--- src/rtl/key_echo_uart_tx.sv ---
// 8N1 UART transmitter that echoes each newly accepted numpad direction key.
// Optional build macro KEY_ECHO_CRLF_EN appends CR LF after every echoed key.
module key_echo_uart_tx #(
    parameter int unsigned CLKS_PER_BIT = 868
) (
    input  logic       clk,
    input  logic       rst,
    input  logic [7:0] key,
    output logic       tx,
    output logic       busy
);

    localparam int unsigned CNT_W = (CLKS_PER_BIT > 1) ? $clog2(CLKS_PER_BIT) : 1;
    localparam logic [CNT_W-1:0] CNT_MAX = CNT_W'(CLKS_PER_BIT - 1);

    typedef enum logic [1:0] {
        IDLE,
        START,
        DATA,
        STOP
    } state_e;

    state_e     state_q, state_d;
    logic [CNT_W-1:0] cnt_q, cnt_d;
    logic [2:0] bit_idx_q, bit_idx_d;
    logic [7:0] shift_q, shift_d;
    logic [7:0] key_prev_q, key_prev_d;
    logic       pending_q, pending_d;
    logic [7:0] pending_byte_q, pending_byte_d;
    logic       tx_q, tx_d;
    logic       busy_q, busy_d;
`ifdef KEY_ECHO_CRLF_EN
    logic [1:0] group_idx_q, group_idx_d;
`endif

    logic key_valid;
    logic valid_change;
    logic bit_end;
    logic load_key;

    assign key_valid    = (key >= 8'h31) && (key <= 8'h39);
    assign valid_change = key_valid && (key != key_prev_q);
    assign bit_end      = (cnt_q == CNT_MAX);

    always_ff @(posedge clk) begin
        if (rst) begin
            state_q        <= IDLE;
            cnt_q          <= '0;
            bit_idx_q      <= '0;
            shift_q        <= '0;
            key_prev_q     <= '0;
            pending_q      <= 1'b0;
            pending_byte_q <= '0;
            tx_q           <= 1'b1;
            busy_q         <= 1'b0;
`ifdef KEY_ECHO_CRLF_EN
            group_idx_q    <= '0;
`endif
        end else begin
            state_q        <= state_d;
            cnt_q          <= cnt_d;
            bit_idx_q      <= bit_idx_d;
            shift_q        <= shift_d;
            key_prev_q     <= key_prev_d;
            pending_q      <= pending_d;
            pending_byte_q <= pending_byte_d;
            tx_q           <= tx_d;
            busy_q         <= busy_d;
`ifdef KEY_ECHO_CRLF_EN
            group_idx_q    <= group_idx_d;
`endif
        end
    end

    always_comb begin
        state_d   = state_q;
        cnt_d     = cnt_q;
        bit_idx_d = bit_idx_q;
        shift_d   = shift_q;
        load_key  = 1'b0;
`ifdef KEY_ECHO_CRLF_EN
        group_idx_d = group_idx_q;
`endif
        case (state_q)
            IDLE: begin
                cnt_d = '0;
                if (pending_q) begin
                    shift_d  = pending_byte_q;
                    load_key = 1'b1;
                    state_d  = START;
`ifdef KEY_ECHO_CRLF_EN
                    group_idx_d = 2'd0;
`endif
                end
            end
            START: begin
                if (bit_end) begin
                    cnt_d     = '0;
                    bit_idx_d = 3'd0;
                    state_d   = DATA;
                end else begin
                    cnt_d = cnt_q + CNT_W'(1);
                end
            end
            DATA: begin
                if (bit_end) begin
                    cnt_d   = '0;
                    shift_d = {1'b0, shift_q[7:1]};
                    if (bit_idx_q == 3'd7) begin
                        state_d = STOP;
                    end else begin
                        bit_idx_d = bit_idx_q + 3'd1;
                    end
                end else begin
                    cnt_d = cnt_q + CNT_W'(1);
                end
            end
            STOP: begin
                if (bit_end) begin
                    cnt_d = '0;
`ifdef KEY_ECHO_CRLF_EN
                    // The group runs back-to-back: key, CR, LF, with no IDLE gap.
                    if (group_idx_q != 2'd2) begin
                        shift_d     = (group_idx_q == 2'd0) ? 8'h0D : 8'h0A;
                        group_idx_d = group_idx_q + 2'd1;
                        state_d     = START;
                    end else begin
                        group_idx_d = 2'd0;
                        state_d     = IDLE;
                    end
`else
                    state_d = IDLE;
`endif
                end else begin
                    cnt_d = cnt_q + CNT_W'(1);
                end
            end
            default: begin
                state_d = IDLE;
                cnt_d   = '0;
            end
        endcase
    end

    // A change on the same edge as the load wins over the clear, so it is not lost.
    always_comb begin
        key_prev_d     = key;
        pending_d      = pending_q;
        pending_byte_d = pending_byte_q;
        if (valid_change) begin
            pending_d      = 1'b1;
            pending_byte_d = key;
        end else if (load_key) begin
            pending_d = 1'b0;
        end
    end

    // Outputs are precomputed from next state so tx and busy come straight off flops.
    always_comb begin
        tx_d   = 1'b1;
        busy_d = (state_d != IDLE);
        case (state_d)
            START:   tx_d = 1'b0;
            DATA:    tx_d = shift_d[0];
            default: tx_d = 1'b1;
        endcase
    end

    assign tx   = tx_q;
    assign busy = busy_q;

endmodule

--- config.mk ---
export PLATFORM = sky130hd
export DESIGN_NAME = key_echo_uart_tx
export DESIGN_NICKNAME = d
export VERILOG_FILES = /design/src/rtl/key_echo_uart_tx.sv
export SDC_FILE = /design/constraint.sdc
export NUM_CORES = 1
export LEC_CHECK = 0
export CELL_PAD_IN_SITES_DETAIL_PLACEMENT = 0
export CELL_PAD_IN_SITES_GLOBAL_PLACEMENT = 1
export CORE_MARGIN = 10
export CORE_UTILIZATION = 50
export CTS_BUF_LIST = sky130_fd_sc_hd__clkbuf_8
export DETAILED_ROUTE_END_ITERATION = 6
export PLACE_DENSITY_LB_ADDON = 0.1
export SLEW_MARGIN = 10
export SYNTH_ARGS = -nofsm -noshare
export SYNTH_HDL_FRONTEND = slang
export SYNTH_SLANG_ARGS = --single-unit
--- constraint.sdc ---
create_clock -name clk -period 5.4 [get_ports clk]
set_input_delay 0.54 -clock clk [delete_from_list [all_inputs] [get_ports clk]]
set_output_delay 0.54 -clock clk [all_outputs]
set_load 0.02 [all_outputs]
Word level (Yosys, flattened, before mapping) --
Cells that the tools add are included.
Storage, ports and cells: flip-flop bits (word level) 42, input port bits 10, output and inout port bits 2, word-level logic and storage cells 56
Cells by class: mux-type cells 20, $lt $le $gt $ge 2, equality and inequality tests 12, $add $sub $neg 2, reduce and logical (&&, ||, !) cells 10
Operator list (number):
- one-hot mux 10 bit (2 select lines) | 1
- 2-to-1 mux 8 bit | 2
- one-hot mux 8 bit (2 select lines) | 1
- adder 10 x 1 -> 10 bit (second input constant) | 1
- == test 10 bit (second input constant) | 1
- 2-to-1 mux 10 bit | 1
- 2-to-1 mux 2 bit | 5
- 2-to-1 mux 3 bit | 3
- >= comparator 8 x 6 -> 1 bit (second input constant) | 1
- <= comparator 8 x 6 -> 1 bit (second input constant) | 1
- != test 2 bit (second input constant) | 4
- != test 8 bit | 1
- one-hot mux 2 bit (4 select lines) | 1
- nonzero test 2 bit | 4
- == test 2 bit (second input constant) | 3
- one-hot mux 3 bit (2 select lines) | 1
- == test 2 x 1 -> 1 bit (second input constant) | 2
- 2-to-1 mux 1 bit | 4
- AND reduction 4 bit | 1
- adder 3 x 1 -> 3 bit (second input constant) | 1
- == test 3 bit (second input constant) | 1
- AND reduction 3 bit | 1
- OR reduction 3 bit | 1
- logical AND 1 bit | 2
- other kinds (2) | 2

Logic depth before layout (Yosys ltp) --
depth in word-level cells 6, mapped depth 7, mapped depth without buffers 6

Worst setup path after synthesis --
No wires, ideal clock.
path type flip-flop to flip-flop, start register cnt_q[0], end register tx_q, in the netlist tx, arrival 1.631 ns, stages on the path, launching flop included 7, path slack 3.690 ns, period minus slack after synthesis 1.710 ns, library setup time 0.079 ns, buffers on the path 1, cell sequence dfxtp_1 -> ha_1 -> nor3b_2 -> and4_1 -> buf_4 -> mux2_2 -> o211ai_1
Between the ends: word-level cells in the longest chain between the ends 5
RTL lines:
- start: declaration | line 24 | logic [CNT_W-1:0] cnt_q, cnt_d;
- start signal: assignment | line 61 | cnt_q <= cnt_d;
- == test 10 bit * | line 43 | assign bit_end = (cnt_q == CNT_MAX);
- 2-to-1 mux 2 bit (on tied branches) | line 119, 106, 97
- one-hot mux 2 bit (4 select lines) | line 84 | case (state_q)
- == test 2 bit / == test 2 x 1 -> 1 bit (equally long branches) | line 162 | case (state_d)
- one-hot mux 1 bit (2 select lines) * | line 162
- end signal: assignment | line 67 | tx_q <= tx_d;
- end: declaration | line 30 | logic tx_q, tx_d;
Every way passes the cells marked *; elsewhere a longest branch is shown, timed or not. The select of a mux whose other input is x is not followed. A chain may end at the register's enable or synchronous reset.

Final worst setup path --
start input port key[1], end register pending_byte_q[0]
Between the ends: word-level cells in the longest chain between the ends 3
RTL lines:
- start: declaration | line 8 | input logic [7:0] key,
- >= comparator 8 x 6 -> 1 bit / <= comparator 8 x 6 -> 1 bit (equally long branches) | line 41 | assign key_valid = (key >= 8'h31) && (key <= 8'h39);
- logical AND 1 bit | line 41
- logical AND 1 bit * | line 42 | assign valid_change = key_valid && (key != key_prev_q);
- end signal: assignment | line 66 | pending_byte_q <= pending_byte_d;
- end: declaration | line 29 | logic [7:0] pending_byte_q, pending_byte_d;
Every way passes the cells marked *; elsewhere a longest branch is shown, timed or not.

==> metrics.txt <==
# TYPE chip_impl_metric gauge
chip_impl_info{name="run_status",value="finished clean"} 1
chip_impl_info{name="synth.most_common_cell",value="sky130_fd_sc_hd__dfxtp_1"} 1
chip_impl_metric{name="drt_initial_violations",unit=""} 67
chip_impl_metric{name="grt_start_max_net_pins",unit=""} 34
chip_impl_metric{name="report.final.hold_viol_count",unit=""} 0
chip_impl_metric{name="drt_first_pass_iters",unit=""} 4
chip_impl_info{name="hp-class",value="reg2reg"} 1
chip_impl_metric{name="fmax",unit="MHz"} 490.5
chip_impl_metric{name="timing.final.crit_period",unit="ns"} 2.039
chip_impl_metric{name="cp.required",unit="ns"} 5.58
chip_impl_metric{name="power.static_leakage",unit="nW"} 0.6972
chip_impl_metric{name="finalSetupTns",unit="ns"} 0
chip_impl_info{name="cts_tree",value="done"} 1
chip_impl_metric{name="grt_first_pass_wirelength",unit="mm"} 5.478
chip_impl_metric{name="synth_simple_gate_area_share",unit="%"} 23.97
chip_impl_metric{name="signed_area_change_from_the_synthesized_netlist_to_the_final_layout",unit="%"} 12.06
chip_impl_metric{name="synth-xor-area-share",unit="%"} 8.293
chip_impl_metric{name="io_buffer_count",unit=""} 11
chip_impl_metric{name="mean_number_of_vias_per_cell",unit=""} 5.361
chip_impl_metric{name="crit_arrival",unit="ns"} 2.21
chip_impl_metric{name="use_met2",unit="%"} 16.37
chip_impl_metric{name="post_cts_resized",unit=""} 0
chip_impl_metric{name="final_hpwl_from_detailed_placement",unit="mm"} 2.230
chip_impl_metric{name="cts_stage_hold_buffer_count",unit=""} 0
chip_impl_metric{name="finalWirelength",unit="mm"} 3.153
chip_impl_info{name="post-synth-top-area-cell",value="sky130_fd_sc_hd__dfxtp_1"} 1
chip_impl_metric{name="synth-edff-count",unit=""} 0
chip_impl_metric{name="synth_compound_area_share",unit="%"} 11.71
chip_impl_metric{name="cp_slowest_stage_delay",unit="ns"} 0.47
chip_impl_metric{name="rows",unit=""} 21
chip_impl_info{name="synth_top_family_by_area",value="simple AND/OR/NAND/NOR gates"} 1
chip_impl_metric{name="tritoncts_num_sinks",unit=""} 42
chip_impl_metric{name="first_global_vias",unit=""} 1251
chip_impl_metric{name="skew",unit="ns"} 0.005227
chip_impl_metric{name="groute.layer.met1.usage",unit="%"} 12.55
chip_impl_metric{name="ys_ff_latch",unit=""} 42
chip_impl_info{name="timing.critical_path.from_type",value="primary input"} 1
chip_impl_metric{name="grt_use_total",unit="%"} 10.71
chip_impl_metric{name="io_pins",unit=""} 12
chip_impl_metric{name="fp.dieArea",unit="sq um"} 6388
chip_impl_info{name="clock-root-buffer",value="sky130_fd_sc_hd__clkbuf_8"} 1
chip_impl_metric{name="postSynth.asyncResetShare",unit="%"} 0
chip_impl_metric{name="powerDensity",unit="nW/um^2"} 269.3
chip_impl_metric{name="clock_tree.buffer_depth",unit=""} 2
chip_impl_metric{name="vias",unit=""} 1308
chip_impl_metric{name="synthCells",unit=""} 187
chip_impl_metric{name="synth.yosys.seq_area_share",unit="%"} 46.83
chip_impl_info{name="grt.busiest_layer",value="met2"} 1
chip_impl_info{name="most_frequent_cells_after_synthesis",value="42 x sky130_fd_sc_hd__dfxtp_1, 16 x sky130_fd_sc_hd__a21oi_1, 16 x sky130_fd_sc_hd__nor2_1"} 1
chip_impl_metric{name="cts-buffers-inserted",unit=""} 5
chip_impl_metric{name="ys_warns",unit=""} 0
chip_impl_metric{name="post_synthesis_net_count",unit=""} 200
chip_impl_metric{name="syn-mean-instance-area",unit="sq um"} 9.601
chip_impl_metric{name="antennaDiodeCount",unit=""} 0
chip_impl_metric{name="yosysTopAreaCellShare",unit="%"} 46.83
chip_impl_metric{name="vdd_drop_max",unit="uV"} 159.4
chip_impl_info{name="timing.setup.critical_path_class",value="in2reg"} 1
chip_impl_metric{name="clkTransAtPathRegs",unit="ns"} 0.07
chip_impl_metric{name="chipHeight",unit="um"} 79.93
chip_impl_metric{name="report.final.slew_viol_count",unit=""} 0
chip_impl_metric{name="route.antenna.remaining_nets",unit=""} 0
chip_impl_metric{name="setup_violations",unit=""} 0
chip_impl_info{name="timing.critical_path.to_type",value="flop"} 1
chip_impl_metric{name="synthAdderAreaFrac",unit="%"} 2.091
chip_impl_metric{name="fin_hold_ws",unit="ns"} 0.4535
chip_impl_metric{name="mappedNetlistArea",unit="sq um"} 1795
chip_impl_info{name="critical-path-slowest-cell",value="sky130_fd_sc_hd__clkdlybuf4s50_1"} 1
chip_impl_metric{name="final_layout_size_suffix_gt1_share",unit="%"} 8.081
chip_impl_metric{name="final.period_utilization",unit="%"} 37.75
chip_impl_metric{name="post-cts-setup-buffers",unit=""} 0
chip_impl_metric{name="grt_total_ovfl",unit=""} 0
chip_impl_metric{name="relSlewSlack",unit="%"} 67.03
chip_impl_metric{name="antenna_found_initial",unit=""} 0
chip_impl_metric{name="floorplan.initialDensity",unit="%"} 52.56
chip_impl_metric{name="max_cap_violations",unit=""} 0
chip_impl_metric{name="gp_routability_congestion",unit=""} 0.7240
chip_impl_metric{name="met3_usage",unit="%"} 4.505
chip_impl_metric{name="critical_path_peak_fanout",unit=""} 9
chip_impl_metric{name="synth_mux_area_share",unit="%"} 3.693
chip_impl_metric{name="route.detailed.wl_per_inst",unit="um"} 12.92
chip_impl_info{name="setup_repair_after_global_routing_missed_its_margin",value="no"} 1
chip_impl_metric{name="clock_tree.htree_level_count",unit=""} 2
chip_impl_info{name="synth_top_flop_cell",value="sky130_fd_sc_hd__dfxtp_1"} 1
chip_impl_info{name="synth_area_leaders",value="sky130_fd_sc_hd__dfxtp_1 47%, sky130_fd_sc_hd__xor2_1 5.4%, sky130_fd_sc_hd__nor2b_1 4.5%, sky130_fd_sc_hd__a21oi_1 4.5%, sky130_fd_sc_hd__nor2_1 3.3%"} 1
chip_impl_metric{name="clock_latency",unit="ns"} 0.29
chip_impl_metric{name="core",unit="sq um"} 3416
chip_impl_info{name="cp_cell_sequence",value="clkdlybuf4s50_1 > xor2_1 > nor4_1 > a211o_1 > mux2_2"} 1
chip_impl_metric{name="nets",unit=""} 210
chip_impl_metric{name="worst_slew_pin_slew",unit="ns"} 0.4939
chip_impl_metric{name="post_synth_num_cell_types",unit=""} 38
chip_impl_metric{name="dieWidth",unit="um"} 79.93
chip_impl_metric{name="drt_drc_violations_left",unit=""} 0
## critical path: cells and delay by family
family	cells	cell delay (ns)
mux	1	0.38
compound gates	1	0.36
buf+inv	1	0.47
xor+xnor	1	0.18
simple gates	1	0.28
## area by class of cell
cell class              instances  area [sq um]
repair buffers                 12         117.6
clock inverters                 2         8.758
inverters                       3         11.26
well taps                      46         57.56
multi-input cells             133         893.4
clock buffers                   6         82.58
flip-flops and latches         42         840.8
fillers                       306          1404
## sequential cells by signal, summed over array words and instances (netlist names)
| signal | count |
|---|---|
| shift_q | 8 |
| pending_byte_q | 8 |
| pending_q | 1 |
| state_q | 2 |
| busy | 1 |
| key_prev_q | 8 |
| tx | 1 |
| bit_idx_q | 3 |
| cnt_q | 10 |
## cells by family (layout without fill, tap and decap cells)
group,after synthesis,in the layout
and+or+nand+nor,74,74
DFF,42,42
AOI/OAI and AO/OA,33,33
xor gates and xnor gates,17,17
buffers and inverters,12,23
muxes,6,6
adders and majority gates,3,3
## placed cells by master (no fill, tap or decap), types with 2 or more instances in the layout
cell	Yosys	routed
sky130_fd_sc_hd__mux2_2	5	5
sky130_fd_sc_hd__o2111ai_1	3	3
sky130_fd_sc_hd__nor3_1	3	3
sky130_fd_sc_hd__and2b_1	2	2
sky130_fd_sc_hd__or3_1	2	2
sky130_fd_sc_hd__nand4_1	3	3
sky130_fd_sc_hd__nor2b_1	13	13
sky130_fd_sc_hd__nor4_1	4	4
sky130_fd_sc_hd__dfxtp_1	42	42
sky130_fd_sc_hd__nand3_1	11	11
sky130_fd_sc_hd__o21ai_0	2	2
sky130_fd_sc_hd__a311oi_1	2	2
sky130_fd_sc_hd__clkdlybuf4s50_1	0	11
sky130_fd_sc_hd__xnor2_1	6	6
sky130_fd_sc_hd__inv_1	3	4
sky130_fd_sc_hd__and3b_1	2	2
sky130_fd_sc_hd__nor2_1	16	16
sky130_fd_sc_hd__clkbuf_8	0	6
sky130_fd_sc_hd__a21oi_1	16	16
sky130_fd_sc_hd__xor2_1	11	11
sky130_fd_sc_hd__ha_1	3	3
sky130_fd_sc_hd__nand2_1	10	10
sky130_fd_sc_hd__a22oi_1	6	6
## per-layer routing
metal / up-vias / wire, um
li1: 673 / -
met1: 612 / 1495
met2: 18 / 1471
met3: 5 / 150
met4: 0 / 36
met5: - / 0
## report_power, final
group | switching (mW) | internal [mW] | leakage (nW)
clock | 0.0987 | 0.101 | 0.0524
combinational | 0.0121 | 0.0132 | 0.304
sequential | 0.00251 | 0.314 | 0.341
total | 0.113 | 0.428 | 0.697
## through the flow
| step | std cells | power [mW] | cell area (sq um) | utilization (%) | setup WS [ns] |
|---|---|---|---|---|---|
| 2_1_floorplan | 187 | 0.3369 | 1795 | - | 3.690 |
| 3_3_place_gp | 236 | 0.3488 | 1921 | 56.23 | 3.092 |
| 3_5_place_dp | 236 | 0.3493 | 1921 | 56.23 | 3.048 |
| 4_1_cts | 244 | 0.5511 | 2012 | 58.90 | 3.350 |
| 5_1_grt | 244 | 0.5660 | 2012 | 58.90 | 3.241 |
| 6_report | 244 | 0.5419 | 2012 | 58.90 | 3.361 |
## final timing paths
path | startpoint | endpoint | slack, ns | depth (start not counted)
worst max-delay path | key[1] | pending_byte_q[0]$_SDFFE_PP0P_ | 3.36 | 5
worst min register to register | pending_byte_q[7]$_SDFFE_PP0P_ | shift_q[7]$_SDFFE_PP0P_ | 0.45 | 2
worst min-delay path | pending_byte_q[7]$_SDFFE_PP0P_ | shift_q[7]$_SDFFE_PP0P_ | 0.45 | 2
worst max register to register | cnt_q[0]$_SDFF_PP0_ | tx$_SDFF_PP1_ | 3.42 | 5
Power figures use the tool's default switching activity.
